## src/rtl/calc_key_conditioner.sv

```systemverilog
`timescale 1ns/1ps
`default_nettype none
// +----------------------------------------------------------------------------+
// | calc_key_conditioner                                                       |
// | Synchronises and debounces KEY[3:0]/Mode, emits one-cycle command pulses.  |
// | Revision: 1.0                                                              |
// +----------------------------------------------------------------------------+
module calc_key_conditioner #(
  parameter int DEBOUNCE_CYCLES = 1000000,
  parameter int CNT_W           = 20
) (
  input  logic       Clock,
  input  logic       Reset_n,
  input  logic [3:0] KEY,
  input  logic       Mode,
  output logic       Clear,
  output logic       Equals,
  output logic       Add,
  output logic       Subtract,
  output logic       Multiply,
  output logic       Divide,
  output logic       KeyHeld
);

  localparam logic [CNT_W-1:0] c_cnt_last = CNT_W'(DEBOUNCE_CYCLES - 1);

  // Pulse vector layout: {Clear, Equals, Add, Subtract, Multiply, Divide}
  localparam logic [5:0] c_p_clr = 6'b100000;
  localparam logic [5:0] c_p_equ = 6'b010000;
  localparam logic [5:0] c_p_add = 6'b001000;
  localparam logic [5:0] c_p_sub = 6'b000100;
  localparam logic [5:0] c_p_mul = 6'b000010;
  localparam logic [5:0] c_p_div = 6'b000001;

  logic [3:0] r_key_meta;
  logic [3:0] r_key_sync;
  logic       r_mode_meta;
  logic       r_mode_sync;
  logic [3:0] w_stable;
  logic [3:0] r_stable_q;
  logic [3:0] w_press;
  logic [5:0] w_pulse_next;
  logic [5:0] r_pulse;
  logic       r_key_held;

  // Two-flop synchronisers; keys idle released (1), mode idles 0
  always_ff @(posedge Clock or negedge Reset_n) begin
    if (!Reset_n) begin
      r_key_meta  <= 4'b1111;
      r_key_sync  <= 4'b1111;
      r_mode_meta <= 1'b0;
      r_mode_sync <= 1'b0;
    end else begin
      r_key_meta  <= KEY;
      r_key_sync  <= r_key_meta;
      r_mode_meta <= Mode;
      r_mode_sync <= r_mode_meta;
    end
  end

  genvar gi;
  generate
    for (gi = 0; gi < 4; gi++) begin : g_debounce
      logic [CNT_W-1:0] r_cnt;
      logic             r_stable;

      // Any return to the accepted level restarts the stability count
      always_ff @(posedge Clock or negedge Reset_n) begin
        if (!Reset_n) begin
          r_cnt    <= '0;
          r_stable <= 1'b1;
        end else if (r_key_sync[gi] == r_stable) begin
          r_cnt <= '0;
        end else if (r_cnt == c_cnt_last) begin
          r_stable <= r_key_sync[gi];
          r_cnt    <= '0;
        end else begin
          r_cnt <= r_cnt + 1'b1;
        end
      end

      assign w_stable[gi] = r_stable;
    end
  endgenerate

  always_ff @(posedge Clock or negedge Reset_n) begin
    if (!Reset_n) begin
      r_stable_q <= 4'b1111;
    end else begin
      r_stable_q <= w_stable;
    end
  end

  assign w_press = r_stable_q & ~w_stable;

  // Lowest key index wins; lower-priority simultaneous presses are dropped
  always_comb begin
    w_pulse_next = 6'b000000;
    if (w_press[0]) begin
      w_pulse_next = r_mode_sync ? c_p_clr : c_p_div;
    end else if (w_press[1]) begin
      w_pulse_next = r_mode_sync ? 6'b000000 : c_p_mul;
    end else if (w_press[2]) begin
      w_pulse_next = r_mode_sync ? 6'b000000 : c_p_sub;
    end else if (w_press[3]) begin
      w_pulse_next = r_mode_sync ? c_p_equ : c_p_add;
    end
  end

  always_ff @(posedge Clock or negedge Reset_n) begin
    if (!Reset_n) begin
      r_pulse    <= 6'b000000;
      r_key_held <= 1'b0;
    end else begin
      r_pulse    <= w_pulse_next;
      r_key_held <= ~&w_stable;
    end
  end

  assign Clear    = r_pulse[5];
  assign Equals   = r_pulse[4];
  assign Add      = r_pulse[3];
  assign Subtract = r_pulse[2];
  assign Multiply = r_pulse[1];
  assign Divide   = r_pulse[0];
  assign KeyHeld  = r_key_held;

endmodule
`default_nettype wire

```

## config.mk

```make
export PLATFORM = sky130hd
export DESIGN_NAME = calc_key_conditioner
export DESIGN_NICKNAME = d
export VERILOG_FILES = /design/src/rtl/calc_key_conditioner.sv
export SDC_FILE = /design/constraint.sdc
export NUM_CORES = 1
export LEC_CHECK = 0
export BUFFER_PORTS_ARGS = -buffer_cell sky130_fd_sc_hd__buf_2
export CORE_MARGIN = 5
export CORE_UTILIZATION = 24
export CTS_CLUSTER_DIAMETER = 40
export CTS_CLUSTER_SIZE = 30
export DETAILED_ROUTE_END_ITERATION = 8
export GPL_ROUTABILITY_DRIVEN = 0
export GPL_TIMING_DRIVEN = 0
export SYNTH_ARGS = -nofsm -noshare
export SYNTH_HDL_FRONTEND = slang
export SYNTH_SLANG_ARGS = --single-unit
```

## constraint.sdc

```tcl
create_clock -name Clock -period 1.9 [get_ports Clock]
set_input_delay 0.285 -clock Clock [delete_from_list [all_inputs] [get_ports Clock]]
set_output_delay 0.285 -clock Clock [all_outputs]
set_load 0.02 [all_outputs]
```

==> impl_metrics.env, run 1 <==
export IMPL_status="complete, but fails checks"
export IMPL_violations="negative setup slack"
export IMPL_dp_hpwl_um=6169
export IMPL_max_cap_viol_count=0
export IMPL_ys_flop_type="dfrtp_1"
export IMPL_clock_skew_ns=0.005025
export IMPL_rsz0062_at_grt="true"
export IMPL_grt_pass1_wl_um=16190
export IMPL_grtUsageTotal_pct=8.687
export IMPL_wl_per_cell_um=12.08
export IMPL_diodes=0
export IMPL_overflow=0
export IMPL_synth_avg_cell_area_um2=10.27
export IMPL_hp_class="in2reg"
export IMPL_final_period_utilization_pct=106.4
export IMPL_hold_worst_slack_ns=0.03146
export IMPL_cts_tree="done"
export IMPL_ys_seq_area_share_pct=54.98
export IMPL_p_per_area_nw_per_um2=751.5
export IMPL_clk_latency_ns=0.35
export IMPL_drc_errors=0
export IMPL_via_count=3502
export IMPL_synth_edf_count=0
export IMPL_setup_viol=41
export IMPL_synth_area_leaders="dfrtp_1, dfstp_2, nor2_1, xnor2_1, xor2_1"
export IMPL_postRouteAntennaNets=0
export IMPL_setup_ws_ns=-0.1214
export IMPL_syn_num_nets=480
export IMPL_dr_pass1_iters=4
export IMPL_synth_top_area_share_pct=46.25
export IMPL_worstMarginPinSlew_ns=0.5810
export IMPL_nFillCells=2006
export IMPL_fmax_mhz=494.7
export IMPL_numPortBuffers=13
export IMPL_ys_types=40
export IMPL_rows=51
export IMPL_max_slew_margin_pct=60.91
export IMPL_io_pin_count=14
export IMPL_synthCells=469
export IMPL_routed_wl_um=9483
export IMPL_startpoint_type="flop"
export IMPL_drt_iter0_drc=181
export IMPL_dieArea_um2=23000
export IMPL_arrival_ns=2.25
export IMPL_power_leakage_nw=2.304
export IMPL_cp_required_ns=2.13
export IMPL_final_util_pct=30.39
export IMPL_drive_gt1_share_pct=25.77
export IMPL_synth_area_um2=4816
export IMPL_die_w_um=151.7
export IMPL_slew_violations=0
export IMPL_die_y_um=151.7
export IMPL_grt_max_degree=66
export IMPL_finalHoldViolCount=0
export IMPL_synth_seq_cells=105
export IMPL_yosys_area_top_type="dfrtp_1"
export IMPL_antenna_found_initial=0
export IMPL_syn_to_final_growth_pct=23.62
export IMPL_coreArea_um2=19590
export IMPL_final_cells=785
export IMPL_synth_most_common_cell="dfrtp_1"
export IMPL_clock_tree_root_cell="clkbuf_16"
export IMPL_start_util_pct=24.58
export IMPL_crit_fanout=8
export IMPL_ir_drop_mv=0.4601
export IMPL_cts_buffer_depth=2
export IMPL_dp_cells=748
export IMPL_grt_pass1_vias=3271
export IMPL_crit_type="reg2reg"
export IMPL_min_period_ns=2.021
export IMPL_numCtsBuffers=9
export IMPL_yosys_top_cells_count="dfrtp_1, nor2_1, nand2_1, nand3_1"
export IMPL_async_reset_ff_share_pct=100.0
export IMPL_vias_per_cell=4.461
export IMPL_htreeDepth=3
export IMPL_yosys_warnings=0
export IMPL_clkTransAtPathRegs_ns=0.07
export IMPL_worstSetupEndpointType="flop"
export IMPL_clock_sinks=105
export IMPL_layout_nets=526
==> area by class of cell <==
type,count,area (µm²),share of cell area [%]
clock buffers,9,225.2,3.783
inverters,14,52.55,0.8827
plain buffers,13,88.84,1.492
well taps,265,331.6,5.570
clock inverters,7,95.09,1.597
flip-flops and latches,105,2648,44.47
repair buffers,35,276.5,4.645
multi-input cells,337,2236,37.56
==> per-stage QoR <==
stage	setup WS (ns)	total power, mW	cell area (µm²)	setup TNS (ns)
2_1_floorplan	-0.06402	2.402	4821	-0.6622
3_3_place_gp	-0.6595	2.478	5218	-67.45
3_5_place_dp	-0.2772	2.487	5248	-9.376
4_1_cts	-0.1596	4.531	5778	-5.084
5_1_grt	-0.1834	4.659	5953	-6.516
6_report	-0.1214	4.474	5953	-4.239
==> where the power goes <==
| group | leakage [nW] | total, mW | internal (mW) | switching [mW] |
|---|---|---|---|---|
| clock | 0.155 | 1.99 | 1.15 | 0.834 |
| combinational | 0.758 | 0.184 | 0.0689 | 0.115 |
| sequential | 1.39 | 2.30 | 2.27 | 0.0277 |
==> registers in the layout, indices dropped and copies added (netlist names) <==
register / count
r_mode_sync: 1
r_key_sync: 4
r_pulse: 6
r_stable_q: 4
r_mode_meta: 1
g_debounce.r_stable: 4
KeyHeld: 1
g_debounce.r_cnt: 80
r_key_meta: 4
==> path summary, 6_finish.rpt <==
path,start,endpoint,slack (ns),cells past startpoint
setup / recovery,g_debounce[0].r_cnt[8],g_debounce[0].r_cnt[15],-0.12,5
hold / removal,KEY[0],r_key_meta[0],0.03,1
setup reg to reg,g_debounce[0].r_cnt[8],g_debounce[0].r_cnt[15],-0.12,5
hold reg to reg,r_key_meta[3],r_key_sync[3],0.36,0
max in group asynchronous,Reset_n,r_stable_q[0],0.68,3
min in group asynchronous,Reset_n,g_debounce[3].r_cnt[17],0.48,2
==> per-layer routing <==
metal / up-vias / track usage, % / routed length [µm]
met5: - / 0 / 0
met2: 44 / 12.91 / 4234
met4: 0 / 2.695 / 142
met3: 12 / 2.439 / 308
met1: 1690 / 12.26 / 4797
li1: 1756 / - / -
==> cells in the final DEF, fill, tap and decap left out, types with 3 or more instances in the layout <==
cell	instances
dfrtp_1	89
nor2_1	42
nand2_1	28
nand3_1	27
xor2_1	25
xnor2_1	25
buf_4	17
nor2_2	17
nand4_1	16
buf_2	16
dfstp_2	16
inv_1	14
or4_1	14
o21ai_0	14
a21oi_2	13
o31ai_1	12
a21oi_1	12
nor4_1	10
nor3_1	10
or3_1	9
clkbuf_16	9
buf_6	7
and3_1	7
and2_1	6
nand2b_1	5
and4_1	4
or4_4	4
nor2_4	4
nand4b_1	3
clkbuf_1	3
nand3b_1	3
or3_2	3
mux2_2	3
ha_2	3
==> kinds of logic (layout without fill, tap and decap cells) <==
kind of cell,after synthesis,count (layout),share of synthesized area (%)
AND/OR/NAND/NOR,223,223,24.68
flip-flops,105,105,54.98
AO/OA/AOI/OAI,56,56,6.885
XOR/XNOR,50,50,9.093
buffers and inverters,27,78,2.390
adder cells (fa/ha/maj),4,4,1.039
multiplexers,4,4,0.9352
==> critical path, stage by stage (launching register included) <==
cell and delay (ns):
dfrtp_1 0.38, or4b_4 0.52, or4_4 0.55, o21ai_4 0.24
buf_12 0.17, a21oi_2 0.04
==> repair_timing <==
| action | in CTS | in global routing |
|---|---|---|
| hold buffers | 1 | 0 |
| cloned | 4 | 0 |
| gates resized for setup | 35 | 40 |
| hold endpoints to repair | 32 | 0 |
| pin swaps | 18 | 10 |
| setup endpoints to repair | 61 | 77 |
| setup buffers | 7 | 9 |
Power figures use the tool's default switching activity.
==> inputs of run 2 (changes only) <==
--- a/config.mk
+++ b/config.mk
@@ -13,6 +13,7 @@
 export DETAILED_ROUTE_END_ITERATION = 8
 export GPL_ROUTABILITY_DRIVEN = 0
 export GPL_TIMING_DRIVEN = 0
+export SLEW_MARGIN = 20
 export SYNTH_ARGS = -nofsm -noshare
 export SYNTH_HDL_FRONTEND = slang
 export SYNTH_SLANG_ARGS = --single-unit
==> constraint.sdc (replaced) <==
create_clock -name Clock -period 1.9 [get_ports Clock]
set_input_delay 0.285 -clock Clock [delete_from_list [all_inputs] [get_ports Clock]]
set_output_delay 0.285 -clock Clock [all_outputs]
set_load 0.01 [all_outputs]
==> impl_metrics.env, run 2 (synthesized netlist as in run 1, its figures left out) <==
export IMPL_overflow=0
export IMPL_via_count=3471
export IMPL_arrival_ns=2.25
export IMPL_cts_tree="done"
export IMPL_routed_wl_um=9589
export IMPL_drive_gt1_share_pct=24.71
export IMPL_power_leakage_nw=2.295
export IMPL_finalHoldViolCount=0
export IMPL_dp_hpwl_um=6232
export IMPL_cp_slowest_cell="or4_4"
export IMPL_hold_end="r_key_meta[2]"
export IMPL_grtUsageTotal_pct=8.811
export IMPL_biggestRegsByFlops="g_debounce.r_cnt (80), r_pulse (6)"
export IMPL_clk_latency_ns=0.34
export IMPL_hp_class="in2reg"
export IMPL_violations="negative setup slack"
export IMPL_clkTransAtPathRegs_ns=0.07
export IMPL_antenna_found_initial=0
export IMPL_max_slew_margin_pct=62.34
export IMPL_r2r_slack_ns=-0.13
export IMPL_wl_met1_um=4889
export IMPL_htreeDepth=3
export IMPL_max_cap_viol_count=0
export IMPL_cts_buffer_depth=2
export IMPL_numCtsBuffers=9
export IMPL_postRouteAntennaNets=0
export IMPL_dr_max_layer_used="met4"
export IMPL_drt_iter0_drc=194
export IMPL_wl_per_cell_um=12.25
export IMPL_largest_register="g_debounce.r_cnt"
export IMPL_worstMarginPinSlew_ns=0.5597
export IMPL_die_w_um=151.7
export IMPL_path_cells="or4b_1, or4_4, o21ai_4, buf_6, a21oi_2"
export IMPL_grt_pass1_vias=3336
export IMPL_final_cell_mix="dfrtp_1, nor2_1, nand2_1, nand3_1"
export IMPL_min_period_ns=2.033
export IMPL_final_cells=783
export IMPL_dp_cells=748
export IMPL_dr_pass1_iters=4
export IMPL_startpoint_type="flop"
export IMPL_crit_fanout=5
export IMPL_drc_errors=0
export IMPL_slew_violations=0
export IMPL_cpLargestDelayFamily="simple AND/OR/NAND/NOR gates"
export IMPL_slowest_delay_ns=0.58
export IMPL_crit_type="reg2reg"
export IMPL_layout_nets=524
export IMPL_worstSetupEndpointType="flop"
export IMPL_ir_drop_mv=0.4413
export IMPL_final_common_cell="dfrtp_1"
export IMPL_p_per_area_nw_per_um2=755.1
export IMPL_fmax_mhz=491.9
export IMPL_diodes=0
export IMPL_whs_path_depth=1
export IMPL_coreArea_um2=19590
export IMPL_reg2reg_from="g_debounce[3].r_cnt[15]"
export IMPL_dp_slack_ns=-0.2734
export IMPL_setup_viol=41
export IMPL_grt_pass1_wl_um=16460
export IMPL_status="complete, but fails checks"
export IMPL_crit_buf_inv=1
export IMPL_rsz0062_at_grt="true"
export IMPL_start_util_pct=24.58
export IMPL_clock_tree_root_cell="clkbuf_16"
export IMPL_numPortBuffers=13
export IMPL_min_from="KEY[2]"
export IMPL_vias_per_cell=4.433
export IMPL_dieArea_um2=23000
export IMPL_grt_max_degree=66
export IMPL_cp_required_ns=2.12
export IMPL_timing_rr_end="g_debounce[3].r_cnt[18]"
export IMPL_clock_sinks=105
export IMPL_syn_to_final_growth_pct=22.94
export IMPL_met2_length_um=4291
export IMPL_dr_wl_met3_um=314
export IMPL_largest_reg_flops=80
export IMPL_rows=51
export IMPL_io_pin_count=14
export IMPL_setup_ws_ns=-0.1328
export IMPL_reg2reg_depth=5
export IMPL_clock_skew_ns=0.006154
export IMPL_final_period_utilization_pct=107.0
export IMPL_die_y_um=151.7
[run 2: cell types whose count changed in the layout (fill, tap and decap cells not counted), sizes merged]
cell and delta:
clkbuf +1, buf -3
[run 2: stage by stage]
stage	area (µm²)	hold WS, ns	total power [mW]	utilization [%]	TNS, ns
after floorplan	4821	-0.01059	2.402	-	-0.6622
after global placement	5218	0.3461	2.478	26.63	-67.45
after detailed placement	5251	0.2240	2.487	26.81	-9.422
after CTS	5789	0.01877	4.538	29.55	-5.092
after global routing	5921	0.02274	4.654	30.22	-6.601
final	5921	0.03495	4.471	30.22	-4.614
[run 2: repair_timing]
action | 4_1_cts | 5_1_grt
cloned | 4 | 0
setup endpoints to repair | 61 | 73
setup buffers | 7 | 7
gates resized for setup | 38 | 31
pin swaps | 18 | 10
hold endpoints to repair | 32 | 0
hold buffers | 1 | 0
[run 2: per-layer routing]
layer  global-route usage [%]  vias to the layer above
met5                        0                        -
met4                    2.156                        0
met3                    2.261                        8
met2                    13.64                       40
met1                    12.36                     1666
li1                         -                     1757
[run 2: worst max path at each step]
| stage | cells past startpoint | slack (ns) | to | startpoint |
|---|---|---|---|---|
| 2_1_floorplan | 5 | -0.06 | g_debounce[0].r_cnt[11] | g_debounce[0].r_cnt[15] |
| 3_3_place_gp | 1 | -0.66 | g_debounce[0].r_cnt[9] | Reset_n |
| 3_5_place_dp | 5 | -0.27 | g_debounce[0].r_cnt[4] | g_debounce[0].r_cnt[15] |
| 4_1_cts | 5 | -0.16 | g_debounce[0].r_cnt[19] | g_debounce[0].r_cnt[15] |
| 5_1_grt | 5 | -0.18 | g_debounce[3].r_cnt[18] | g_debounce[3].r_cnt[15] |
| 6_report | 5 | -0.13 | g_debounce[3].r_cnt[18] | g_debounce[3].r_cnt[15] |
[run 2: final cells by class]
type	instances	area, µm²
Multi-Input combinational cell	337	2215
Clock inverter	7	95.09
Sequential cell	105	2648
Timing Repair Buffer	33	265.3
Fill cell	2029	13670
Tap cell	265	331.6
Inverter	14	52.55
Clock buffer	9	225.2
Buffer	13	88.84
[run 2: power breakdown]
part	leakage (nW)	total (mW)	switching (mW)	internal (mW)
registers	1.39	2.30	0.0276	2.27
logic	0.749	0.185	0.114	0.0706
clock network	0.155	1.99	0.830	1.15
total	2.29	4.47	0.972	3.50
[run 2: worst reg2reg max path, cell delays in order, from the launching register on]
cell and delay, ns:
dfrtp_1 0.39, or4b_1 0.50, or4_4 0.58, o21ai_4 0.24
buf_6 0.17, a21oi_2 0.04
